### config.mk
export PLATFORM = sky130hd
export DESIGN_NAME = alu_seq
export DESIGN_NICKNAME = d
export VERILOG_FILES = /design/src/rtl/alu_seq.sv
export SDC_FILE = /design/constraint.sdc
export NUM_CORES = 1
export LEC_CHECK = 0
export ABC_AREA = 1
export CAP_MARGIN = 20
export CORE_ASPECT_RATIO = 0.7
export CORE_MARGIN = 4
export CORE_UTILIZATION = 55
export CTS_BUF_LIST = sky130_fd_sc_hd__clkbuf_16
export DETAILED_ROUTE_END_ITERATION = 10
export DONT_BUFFER_PORTS = 1
export GPL_TIMING_DRIVEN = 0
export PLACE_DENSITY = 0.74
export SLEW_MARGIN = 20
export SYNTH_ARGS = -nofsm -noshare
export SYNTH_HDL_FRONTEND = slang
export SYNTH_SLANG_ARGS = --single-unit
### constraint.sdc
create_clock -name clk -period 2.9 [get_ports clk]
set_input_delay 0.725 -clock clk [delete_from_list [all_inputs] [get_ports clk]]
set_output_delay 0.725 -clock clk [all_outputs]
set_load 0.01 [all_outputs]
### src/rtl/alu_seq.sv
// Handshaked ALU: single-cycle logic/arithmetic ops plus a WIDTH-cycle shift-add multiply.
// Results and flags are registered and held until the consumer takes them.
module alu_seq #(
  parameter int unsigned WIDTH = 8
) (
  input  logic             clk,
  input  logic             rst,
  input  logic             in_valid,
  output logic             in_ready,
  input  logic [WIDTH-1:0] a,
  input  logic [WIDTH-1:0] b,
  input  logic [2:0]       op,
  output logic             out_valid,
  input  logic             out_ready,
  output logic [WIDTH-1:0] y,
  output logic [WIDTH-1:0] y_hi,
  output logic             carry,
  output logic             zero,
  output logic             neg,
  output logic             ovf
);

  localparam int unsigned CNT_W = $clog2(WIDTH);

  localparam logic [2:0] OP_ADD = 3'b000;
  localparam logic [2:0] OP_AND = 3'b001;
  localparam logic [2:0] OP_OR  = 3'b010;
  localparam logic [2:0] OP_XOR = 3'b011;
  localparam logic [2:0] OP_SUB = 3'b100;
  localparam logic [2:0] OP_SHL = 3'b101;
  localparam logic [2:0] OP_SHR = 3'b110;
  localparam logic [2:0] OP_MUL = 3'b111;

  typedef enum logic [1:0] {
    IDLE = 2'd0,
    BUSY = 2'd1,
    DONE = 2'd2
  } state_t;

  state_t               state;
  state_t               state_next;
  logic                 accept;
  logic [WIDTH-1:0]     mcand;
  logic [2*WIDTH-1:0]   acc;
  logic [2*WIDTH-1:0]   acc_next;
  logic [WIDTH:0]       mul_sum;
  logic [CNT_W-1:0]     cnt;
  logic                 mul_last;
  logic [WIDTH:0]       add_full;
  logic [WIDTH:0]       sub_full;
  logic [WIDTH-1:0]     res;
  logic                 res_carry;
  logic                 res_ovf;

  // Pure state decode; gated by rst so nothing is accepted during reset.
  assign in_ready = (state == IDLE) && !rst;
  assign accept   = in_valid && in_ready;

  // One multiplier bit per cycle: add multiplicand to the high half, shift right.
  assign mul_sum  = {1'b0, acc[2*WIDTH-1:WIDTH]} + (acc[0] ? {1'b0, mcand} : '0);
  assign acc_next = {mul_sum, acc[WIDTH-1:1]};
  assign mul_last = (cnt == CNT_W'(WIDTH - 1));

  assign add_full = {1'b0, a} + {1'b0, b};
  assign sub_full = {1'b0, a} + {1'b0, ~b} + (WIDTH+1)'(1);

  // Single-cycle result straight from the port operands at accept time.
  always_comb begin
    res       = '0;
    res_carry = 1'b0;
    res_ovf   = 1'b0;
    case (op)
      OP_ADD: begin
        res       = add_full[WIDTH-1:0];
        res_carry = add_full[WIDTH];
        res_ovf   = (a[WIDTH-1] == b[WIDTH-1]) && (add_full[WIDTH-1] != a[WIDTH-1]);
      end
      OP_AND: res = a & b;
      OP_OR:  res = a | b;
      OP_XOR: res = a ^ b;
      OP_SUB: begin
        res       = sub_full[WIDTH-1:0];
        res_carry = !sub_full[WIDTH];
        res_ovf   = (a[WIDTH-1] != b[WIDTH-1]) && (sub_full[WIDTH-1] != a[WIDTH-1]);
      end
      OP_SHL: begin
        res       = {a[WIDTH-2:0], 1'b0};
        res_carry = a[WIDTH-1];
      end
      OP_SHR: begin
        res       = {1'b0, a[WIDTH-1:1]};
        res_carry = a[0];
      end
      default: res = '0;
    endcase
  end

  always_ff @(posedge clk) begin
    if (rst) state <= IDLE;
    else     state <= state_next;
  end

  always_comb begin
    state_next = state;
    case (state)
      IDLE: if (accept) state_next = (op == OP_MUL) ? BUSY : DONE;
      BUSY: if (mul_last) state_next = DONE;
      DONE: if (out_ready) state_next = IDLE;
      default: state_next = IDLE;
    endcase
  end

  // Datapath and registered outputs; only written at accept or on the last MUL step.
  always_ff @(posedge clk) begin
    if (rst) begin
      mcand     <= '0;
      acc       <= '0;
      cnt       <= '0;
      out_valid <= 1'b0;
      y         <= '0;
      y_hi      <= '0;
      carry     <= 1'b0;
      zero      <= 1'b0;
      neg       <= 1'b0;
      ovf       <= 1'b0;
    end else begin
      out_valid <= (state_next == DONE);
      if (accept) begin
        mcand <= a;
        acc   <= {{WIDTH{1'b0}}, b};
        cnt   <= '0;
        if (op != OP_MUL) begin
          y     <= res;
          y_hi  <= '0;
          carry <= res_carry;
          zero  <= (res == '0);
          neg   <= res[WIDTH-1];
          ovf   <= res_ovf;
        end
      end else if (state == BUSY) begin
        acc <= acc_next;
        cnt <= cnt + CNT_W'(1);
        if (mul_last) begin
          y     <= acc_next[WIDTH-1:0];
          y_hi  <= acc_next[2*WIDTH-1:WIDTH];
          carry <= (acc_next[2*WIDTH-1:WIDTH] != '0);
          zero  <= (acc_next[WIDTH-1:0] == '0);
          neg   <= acc_next[WIDTH-1];
          ovf   <= 1'b0;
        end
      end
    end
  end

endmodule

* Yosys cells after proc, flatten, opt, wreduce, memory -nomap -nowiden
Index checks and enable logic that the tools add are counted.
** Word-level totals
- Flip-flop bits (word level) :: 50
- Word-level logic and storage cells :: 88
- Output and inout port bits :: 22
- Bits of input ports :: 23
** Operators by class
- Eq/ne operators :: 17
- Reduce and logical (&&, ||, !) cells :: 15
- $add $sub $neg :: 5
- Muxes and demuxes :: 35
- Bitwise gates (word level) :: 4
** Operators by type and width (count)
- 2-to-1 mux 8 bit :: 11
- one-hot mux 8 bit (7 select lines) :: 1
- adder 8 x 8 -> 9 bit :: 3
- logical NOT 8 bit :: 2
- 2-to-1 mux 1 bit :: 16
- == test 3 bit (second input constant) :: 5
- adder 9 x 1 -> 9 bit (second input constant) :: 1
- bitwise AND 8 bit :: 1
- 2-to-1 mux 2 bit :: 4
- NOT 8 bit :: 1
- OR 8 bit :: 1
- nonzero test 8 bit :: 1
- XOR 8 bit :: 1
- == test 3 x 2 -> 1 bit (second input constant) :: 2
- one-hot mux 2 bit (3 select lines) :: 1
- == test 2 bit (second input constant) :: 2
- logical AND 1 bit :: 4
- one-hot mux 1 bit (4 select lines) :: 1
- nonzero test 2 bit :: 2
- adder 3 x 1 -> 3 bit (second input constant) :: 1
- == test 3 x 1 -> 1 bit (second input constant) :: 1
- logical NOT 3 bit :: 1
- inequality test 1 bit :: 3
- inequality test 3 bit (second input constant) :: 1
- 8 further kinds :: 9

* Longest topological paths before layout
Gate-level depths: netlist (run 1).
- Depth after elaboration :: 8
- Gate-level depth with buffers :: 18
- Gate-level depth less buffers :: 17

* Worst setup path before layout (run 1)
No wires, ideal clock.
- Path type :: input to register
- Start point :: input port a[0]
- End point :: register zero
- Stages on the path :: 16
- Data arrival time :: 2.169 ns
- Library setup time :: 0.064 ns
- Path buffers :: 0
- Data required time :: 2.836 ns
- Slack :: 0.667 ns
- Cells stage by stage :: inv_1 > ha_1 > fa_1 > inv_1 > nand2_1 > nand2_1 > nor2_1 > nor2_1 > nand2_1 > nor2_1 > nand3_1 > nor2_1 > nand3_1 > nor2_1 > nor2_1 > nor2_1
** On the way
- Word-level cells in the longest chain between the ends :: 6
- Elaborated cells on any way between the ends :: 10
- Classes of those cells :: 3 x add/sub; 3 x mux; 3 x bitwise; 1 x reduce/logical
** Ends and longest elaborated chain
- from (decl) :: line 10 : input logic [WIDTH-1:0] a,
- adder 8 x 8 -> 9 bit :: line 65 : assign sub_full = {1'b0, a} + {1'b0, ~b} + (WIDTH+1)'(1);
- adder 9 x 1 -> 9 bit :: line 65
- one-hot mux 8 bit (7 select lines) * :: line 72 : case (op)
- logical NOT 8 bit * :: line 136 : zero <= (res == '0);
- 2-to-1 mux 1 bit * :: line 132 : if (op != OP_MUL) begin
- 2-to-1 mux 1 bit * :: line 128 : if (accept) begin
- to (signal assigned) :: line 136
- to (signal assigned) :: line 147 : zero <= (acc_next[WIDTH-1:0] == '0);
- to (decl) :: line 18 : output logic zero,
Mark *: on every way between the ends. The rest lies on a longest branch, timed or not. The select of a mux whose other input is x is not followed.
A chain may end at the register's enable or synchronous reset.

* Final worst setup path (run 1)
- Start point :: register acc[0]
- End point :: register carry
** On the way
- Word-level cells in the longest chain between the ends :: 6
** Ends and longest elaborated chain
- from (decl) :: line 44 : logic [2*WIDTH-1:0] acc;
- from (signal assigned) :: line 130 : acc <= {{WIDTH{1'b0}}, b};
- from (signal assigned) :: line 141 : acc <= acc_next;
- 2-to-1 mux 8 bit :: line 60 : assign mul_sum = {1'b0, acc[2*WIDTH-1:WIDTH]} + (acc[0] ? {1'b0, mcand} : '0);
- adder 8 x 8 -> 9 bit :: line 60
- nonzero test 8 bit :: line 146 : carry <= (acc_next[2*WIDTH-1:WIDTH] != '0);
- 2-to-1 mux 1 bit :: line 143 : if (mul_last) begin
- 2-to-1 mux 1 bit :: line 140 : end else if (state == BUSY) begin
- 2-to-1 mux 1 bit :: line 128
- to (signal assigned) :: line 135 : carry <= res_carry;
- to (signal assigned) :: line 146
- to (decl) :: line 17 : output logic carry,
Every way passes these cells. The select of a mux whose other input is x is not followed.

==> results of run 1 <==
==> cell type report <==
cell class,count,area [sq um]
fillers,656,2680
multi-input cells,440,2370
flip-flops and latches,49,981
inverters,90,345
clock buffers,5,125
plain buffers,20,121
well taps,94,118
clock inverters,3,18.8
==> worst paths after layout <==
kind / startpoint / depth (start not counted) / slack (ps) / to
worst max-delay path: acc[0] / 12 / 400 / carry
worst min-delay path: y[2] / 2 / 510 / y[2]
worst max register to register: acc[0] / 12 / 400 / carry
worst min register to register: y[2] / 2 / 510 / y[2]
==> sequential cells by signal, summed over array words and instances (netlist names) <==
| signal | flops |
|---|---|
| acc | 16 |
| carry | 1 |
| cnt | 3 |
| mcand | 8 |
| out_valid | 1 |
| ovf | 1 |
| state | 2 |
| y | 8 |
| y_hi | 8 |
| zero | 1 |
==> power breakdown <==
part           leakage [nW]  switching, mW  internal, mW  total [mW]
registers             0.399         0.0229         0.700       0.723
clock network        0.0672          0.259         0.317       0.576
logic                  1.69          0.255         0.121       0.375
total                  2.16          0.536          1.14        1.67
==> per-layer routing <==
metal  share of wire  track usage  vias up
met5               0            0        -
met4           0.013       0.0467        0
met3            0.13       0.0723       16
met2            0.36        0.354      232
met1            0.50        0.449     1788
li1                -            -     1953
==> worst register-to-register path: cells and delay by family, from the launching register on <==
kind	cells	cell delay [ps]
AOI/OAI and AO/OA	3	460
xor gates and xnor gates	1	390
adders and majority gates	1	280
buffers and inverters	2	420
DFF	1	310
and+or+nand+nor	5	580
==> metrics by stage <==
| stage | area [sq um] | hold WS, ps | worst slack (ps) | utilization | cells |
|---|---|---|---|---|---|
| after floorplan | 3820 | 483 | 667 | - | 599 |
| after global placement | 3940 | 500 | 284 | 0.583 | 693 |
| after detailed placement | 3940 | 505 | 244 | 0.583 | 693 |
| after CTS | 4080 | 514 | 464 | 0.604 | 701 |
| after global routing | 4080 | 525 | 177 | 0.604 | 701 |
| final | 4080 | 513 | 398 | 0.604 | 701 |
==> cell usage in the layout (no fill, tap or decap), types with 2 or more instances in the layout <==
master      netlist  layout
nand3_2           2       2
fa_1              3       3
inv_2             5       5
ha_1             34      34
nand3_1          44      44
buf_4             2       2
nor3_1            5       5
o21ai_0          35      35
nor2_1           66      66
nand3b_1          3       3
buf_6             4       4
nand2_1         155     155
o22ai_1           7       7
o21a_1            2       2
buf_2             7       7
nand4_1          13      13
xor2_1            6       6
dfxtp_1          49      49
clkbuf_1          6       6
a31oi_1           6       6
clkbuf_16         0       5
o211ai_1          3       3
clkinvlp_4        0       2
or2_2             2       2
o221ai_1          5       5
nor2_4            3       3
and2_1            2       2
inv_1            83      84
a21oi_1          36      36
==> cells by family after synthesis <==
group	count (synthesis)	synth area share
AND/OR/NAND/NOR	299	0.337
buffers and inverters	110	0.122
AO/OA/AOI/OAI	97	0.141
flip-flops	49	0.257
adder cells (fa/ha/maj)	37	0.127
XOR/XNOR	7	0.0161
==> qor.yml, run 1 <==
outcome: "completed"
fin_setup_tns_ps: 0
synth_cell_types: 38
relSlewSlack: 0.629
clkTransAtPathRegs_ps: 70
die_w_um: 108
start_util: 0.565
overflow: 0
drv_cap: 0
min_path_type: "reg2reg"
drive_above_1_share: 0.0577
syn_area_sq_um: 3820
ys_async_sr_fraction: 0
synth_cells: 599
h-tree-depth: 2
drc: 0
worstPathArrival_ps: 2730
die-area_sq_um: 8360
finalNetCount: 666
tightest_slew_ps: 557
setup_viol: 0
ir_worst_vdd_uv: 269
cts_buffers: 5
cts_resized: 0
max_freq_mhz: 400
dp_hpwl_um: 8970
finalCritPeriodShare: 0.863
critPathLaunchType: "flip-flop"
leakagePower_nw: 2.16
first_global_vias: 3568
cts.sinks: 49
grt_max_degree: 16
yosysWarnings: 0
io_buffer_count: 0
cp-end-kind: "flip-flop"
io_pins: 45
track_usage: 0.275
slowest_stage: "xor2_1"
grt_antenna_before_repair: 0
power_mw: 1.67
cts_setup_buffers: 0
ys_ff_latch: 49
worstPathCellList: "clkbuf_1 > nand2_1 > inv_1 > ha_1 > a21oi_1 > nand2_1 > a21oi_1 > xor2_1 > nor2_1 > nand3_1 > nand2_1 > a21oi_1"
crit_family: "simple AND/OR/NAND/NOR gates"
clock_latency_ps: 290
routed_wl_um: 11200
hold_buffers: 0
hold_viol: 0
cellPowerDensity_nw_per_um2: 410
cp_max_fo: 9
fin_crit_ps: 2500
synth_common_cells: "nand2_1 (155), inv_1 (83), nor2_1 (66), dfxtp_1 (49), nand3_1 (44)"
grt_pass1_wl_um: 18200
skew_ps: 8.71
synth_edf_count: 0
slowest_delay_ps: 390
area_delta_synth_final_pct: 6.85
cp.buffers_inverters: 2
vias: 3989
synthTopCellsByArea: "dfxtp_1 (26%), nand2_1 (15%), ha_1 (11%)"
via_per_inst: 5.69
cts_tree: "yes"
yosysSeqAreaShare: 0.257
rows: 25
core_sq_um: 6760
avgSynthCellArea_sq_um: 6.38
yosysMostFrequentCell: "nand2_1"
place.gp.congestion: 0.947
drtIter0Drc: 480
synth_top_area_frac: 0.257
crit_type: "reg2reg"
die_h_um: 77.7
ant_nets: 0
synth_largest_area_cell: "dfxtp_1"
rsz0062_at_grt: "false"
maxSlewViolCount: 0
clock_path_buffers: 2
root_buffer: "clkbuf_16"
mappedNetlistNets: 659
firstDrtPassIters: 5
required_ps: 3130
diodes: 0
synth_top_flop_cell: "dfxtp_1"
wl_per_cell_um: 16.0
Power figures use the tool's default switching activity.
==> run 2, diff against run 1 <==
--- a/config.mk
+++ b/config.mk
@@ -14,7 +14,7 @@
 export DETAILED_ROUTE_END_ITERATION = 10
 export DONT_BUFFER_PORTS = 1
 export GPL_TIMING_DRIVEN = 0
-export PLACE_DENSITY = 0.74
+export PLACE_DENSITY_LB_ADDON = 0.05
 export SLEW_MARGIN = 20
 export SYNTH_ARGS = -nofsm -noshare
 export SYNTH_HDL_FRONTEND = slang
==> run 2 against run 1 <==
Compared with the run above:
- cell area rose by 0.46%
- count of clock-buffer cells in the layout did not move
- flip-flop and latch count unchanged
- combinational power barely moved
- non-clock buffer count stayed put
- via count is 0.33% lower
- maximum frequency is 2.0% higher
- register-to-register slack better by 50 ps
- largest power group unchanged
==> qor.yml, run 2 (same netlist as run 1, synthesis figures left out) <==
outcome: "completed"
drtIter0Drc: 423
clock_latency_ps: 290
cp-end-kind: "flip-flop"
m1WireLength_um: 5680
cts_tree: "yes"
cts.sinks: 49
grt_pass1_wl_um: 17800
dp.cells: 693
core_sq_um: 6760
wl_per_cell_um: 15.8
relSlewSlack: 0.605
power_mw: 1.75
grt_max_degree: 15
tightest_slew_ps: 593
top_layer: "met4"
cts_resized: 0
multi_input_area_sq_um: 2370
vias: 3976
setup_viol: 0
via_per_inst: 5.67
rows: 25
required_ps: 3080
ir_worst_vdd_uv: 258
diodes: 0
max_freq_mhz: 408
die-area_sq_um: 8360
layout_commonest_cell: "nand2_1"
drv_cap: 0
routed_wl_um: 11100
largest_register_ffs: 16
clkTransAtPathRegs_ps: 70
leakagePower_nw: 2.17
pre_cts_ws_ps: 277
drc: 0
largest-register: "acc"
endpoint: "carry"
cts_buffers: 5
final.setup.worst_slack_ps: 448
worstPathArrival_ps: 2630
overflow: 0
start_util: 0.565
critPathLaunchType: "flip-flop"
ff2ff_setup_slack_ps: 450
die_h_um: 77.7
first_global_vias: 3441
cellPowerDensity_nw_per_um2: 428
nFillCells: 693
final_util: 0.607
place.gp.congestion: 0.951
r2r_end: "carry"
dp_hpwl_um: 8970
min_path_type: "reg2reg"
cp_max_fo: 9
die_w_um: 108
fin_setup_tns_ps: 0
reg2regPathDepth: 11
hold_viol: 0
finalCritPeriodShare: 0.846
drive_above_1_share: 0.0560
ant_nets: 0
maxSlewViolCount: 0
grt_antenna_before_repair: 0
finalNetCount: 666
fin_crit_ps: 2450
layout_common_cells: "nand2_1 (155), inv_1 (84), nor2_1 (66)"
io_pins: 45
regArea_sq_um: 981
rsz0062_at_grt: "false"
firstDrtPassIters: 5
crit_type: "reg2reg"
root_buffer: "clkbuf_16"
wl_met3_um: 1360
track_usage: 0.270
skew_ps: 5.23
cts_setup_buffers: 0
r2r-start: "acc[0]"
io_buffer_count: 0
h-tree-depth: 2
clock_path_buffers: 2
area_delta_synth_final_pct: 7.34
cp-startpoint: "acc[0]"
hold_buffers: 0
stdcell_count: 701
wl_met2_um: 3970
run 2: worst min path at each step:
stage                     startpoint      end  slack (ps)  depth (start not counted)
final                        y_hi[6]  y_hi[6]         510                          2
after global routing            y[2]     y[2]         530                          2
after CTS                        ovf      ovf         510                          2
after detailed placement         ovf      ovf         500                          2
after global placement       y_hi[7]  y_hi[7]         500                          2
after floorplan              y_hi[0]  y_hi[0]         480                          2
run 2: per-stage QoR:
stage	hold WS, ps	instance area, sq um
floorplan	483	3820
CTS	512	4100
detailed placement	503	3940
global placement	499	3940
global route	530	4100
finish	509	4100
run 2: routing by layer:
layer  GRT usage  vias up
li1            -     1954
met3      0.0665       11
met5           0        -
met2       0.334      201
met1       0.455     1810
met4      0.0492        0
run 2: power breakdown:
| group | internal, mW | leakage, nW | switching [mW] |
|---|---|---|---|
| clock network | 0.401 | 0.0826 | 0.256 |
| logic | 0.121 | 1.69 | 0.254 |
| registers | 0.700 | 0.399 | 0.0220 |
run 2: cell type report:
type | count | area share
Inverter | 90 | 0.0842
Buffer | 20 | 0.0296
Multi-Input combinational cell | 440 | 0.579
Clock inverter | 3 | 0.00915
Sequential cell | 49 | 0.239
Tap cell | 94 | 0.0287
Clock buffer | 5 | 0.0305
run 2: critical path, cell delays in order, from the launching register on:
cell and delay (ps):
dfxtp_1 300, clkbuf_1 220, nand2_1 130, inv_1 50
ha_1 210, fa_1 440, xor2_1 210, or2_2 290
nor3_1 190, nand3_1 110, nand2_1 120, a21oi_1 90
==> run 3, diff against run 2 <==
==> constraint.sdc (replaced) <==
create_clock -name clk -period 2.11 [get_ports clk]
set_input_delay 0.5275 -clock clk [delete_from_list [all_inputs] [get_ports clk]]
set_output_delay 0.5275 -clock clk [all_outputs]
set_load 0.01 [all_outputs]
==> run 3 against run 2 <==
Compared with the run above:
- clock power up 37%
- register-to-register slack worse by 430 ps
- sequential power is 38% higher
- routed wire length is 6.0% higher
- via count up 2.2%
- global-route usage grew 0.38 points
- count of clock-buffer cells in the layout stayed put
- critical endpoint unchanged
==> qor.yml, run 3 (same netlist as run 1, synthesis figures left out) <==
outcome: "completed"
final_util: 0.656
holdPathStages: 2
finalNetCount: 678
slowest_stage: "ha_1"
routed_wl_um: 11800
setup_viol: 0
pre_cts_ws_ps: -315
stdcell_count: 713
largest-register: "acc"
grt_antenna_before_repair: 0
clock_latency_ps: 290
wl_per_cell_um: 16.5
die_h_um: 77.7
io_buffer_count: 0
skew_ps: 5.98
root_buffer: "clkbuf_16"
crit_top_cell: "nand2_1"
worstPathArrival_ps: 2320
diodes: 0
cellPowerDensity_nw_per_um2: 557
required_ps: 2340
slowest_delay_ps: 380
rsz0062_at_grt: "true"
largest_register_ffs: 16
maxSlewViolCount: 0
final.setup.worst_slack_ps: 19.9
die-area_sq_um: 8360
fin_crit_ps: 2090
cts.sinks: 49
cts_buffers: 5
critPathLaunchType: "flip-flop"
core_sq_um: 6760
place.gp.congestion: 0.951
hold_buffers: 0
via_per_inst: 5.70
clkTransAtPathRegs_ps: 70
vias: 4065
die_w_um: 108
dp_hpwl_um: 8970
dp.cells: 693
layout_commonest_cell: "nand2_1"
drv_cap: 0
hold_viol: 0
ir_worst_vdd_uv: 348
start_util: 0.565
firstDrtPassIters: 5
area_delta_synth_final_pct: 16.1
rows: 25
drc: 0
finalCritPeriodShare: 0.991
drive_above_1_share: 0.157
relSlewSlack: 0.602
fin_setup_tns_ps: 0
h-tree-depth: 2
cp-end-kind: "flip-flop"
first_global_vias: 3459
cp_max_fo: 7
grt_pass1_wl_um: 18000
worstPathCellList: "nand2_1 > inv_1 > ha_1 > nand2_1 > inv_1 > nand4_1 > nand2_1 > xor2_2 > nor2_1 > nand3_2 > nand2_2 > a21oi_2"
drtIter0Drc: 378
ant_nets: 0
crit_family: "simple AND/OR/NAND/NOR gates"
clock_path_buffers: 2
overflow: 0
leakagePower_nw: 2.23
layout_common_cells: "nand2_1 (147), inv_1 (77), nor2_1 (59)"
grt_max_degree: 15
cp.depth: 12
cts_tree: "yes"
cp.buffers_inverters: 2
power_mw: 2.47
tightest_slew_ps: 598
min_path_type: "in2reg"
max_freq_mhz: 478
reg2regPathDepth: 12
io_pins: 45
track_usage: 0.274
crit_type: "reg2reg"
==> run 3: report_power, final <==
group	switching, mW	internal (mW)
clock network	0.346	0.551
registers	0.0329	0.962
logic	0.375	0.202
total	0.754	1.71
==> run 3: final cells by class <==
cell class	instances	area, sq um
Inverter	90	357
Fill cell	646	2320
Clock inverter	3	37.5
Clock buffer	5	125
Multi-Input combinational cell	440	2590
Buffer	18	119
Tap cell	94	118
Timing Repair Buffer	14	105
Sequential cell	49	985
==> run 3: stage by stage <==
step           instance area, sq um  hold slack, ps
2_1_floorplan                  3820             483
3_3_place_gp                   3940             499
3_5_place_dp                   3940             503
4_1_cts                        4160             416
5_1_grt                        4430             409
6_report                       4430             413
==> run 3: worst reg2reg max path, cell delays in order (launching register included) <==
cell	delay (ps)
dfxtp_4	370
nand2_1	70
inv_1	40
ha_1	380
nand2_1	130
inv_1	110
nand4_1	110
nand2_1	140
xor2_2	250
nor2_1	110
nand3_2	80
nand2_2	80
a21oi_2	160
==> run 3: metal layers <==
layer | track usage | share of wire | wire, um | up-vias
met3 | 0.0665 | 0.13 | 1480 | 16
li1 | - | - | - | 1968
met5 | 0 | 0 | 0 | -
met2 | 0.343 | 0.37 | 4380 | 208
met4 | 0.0492 | 0.0093 | 109 | 0
met1 | 0.459 | 0.49 | 5800 | 1873
==> run 3: repair_timing <==
action	CTS	global route
gates resized for setup	11	50
buffers inserted	3	11
setup endpoints to repair	5	6
pin swaps	4	15
==> run 3: final timing paths <==
check	to	from	slack, ps
setup / recovery	carry	acc[0]	20
hold / removal	acc[0]	b[0]	410
setup reg to reg	carry	acc[0]	20
hold reg to reg	y_hi[5]	y_hi[5]	510
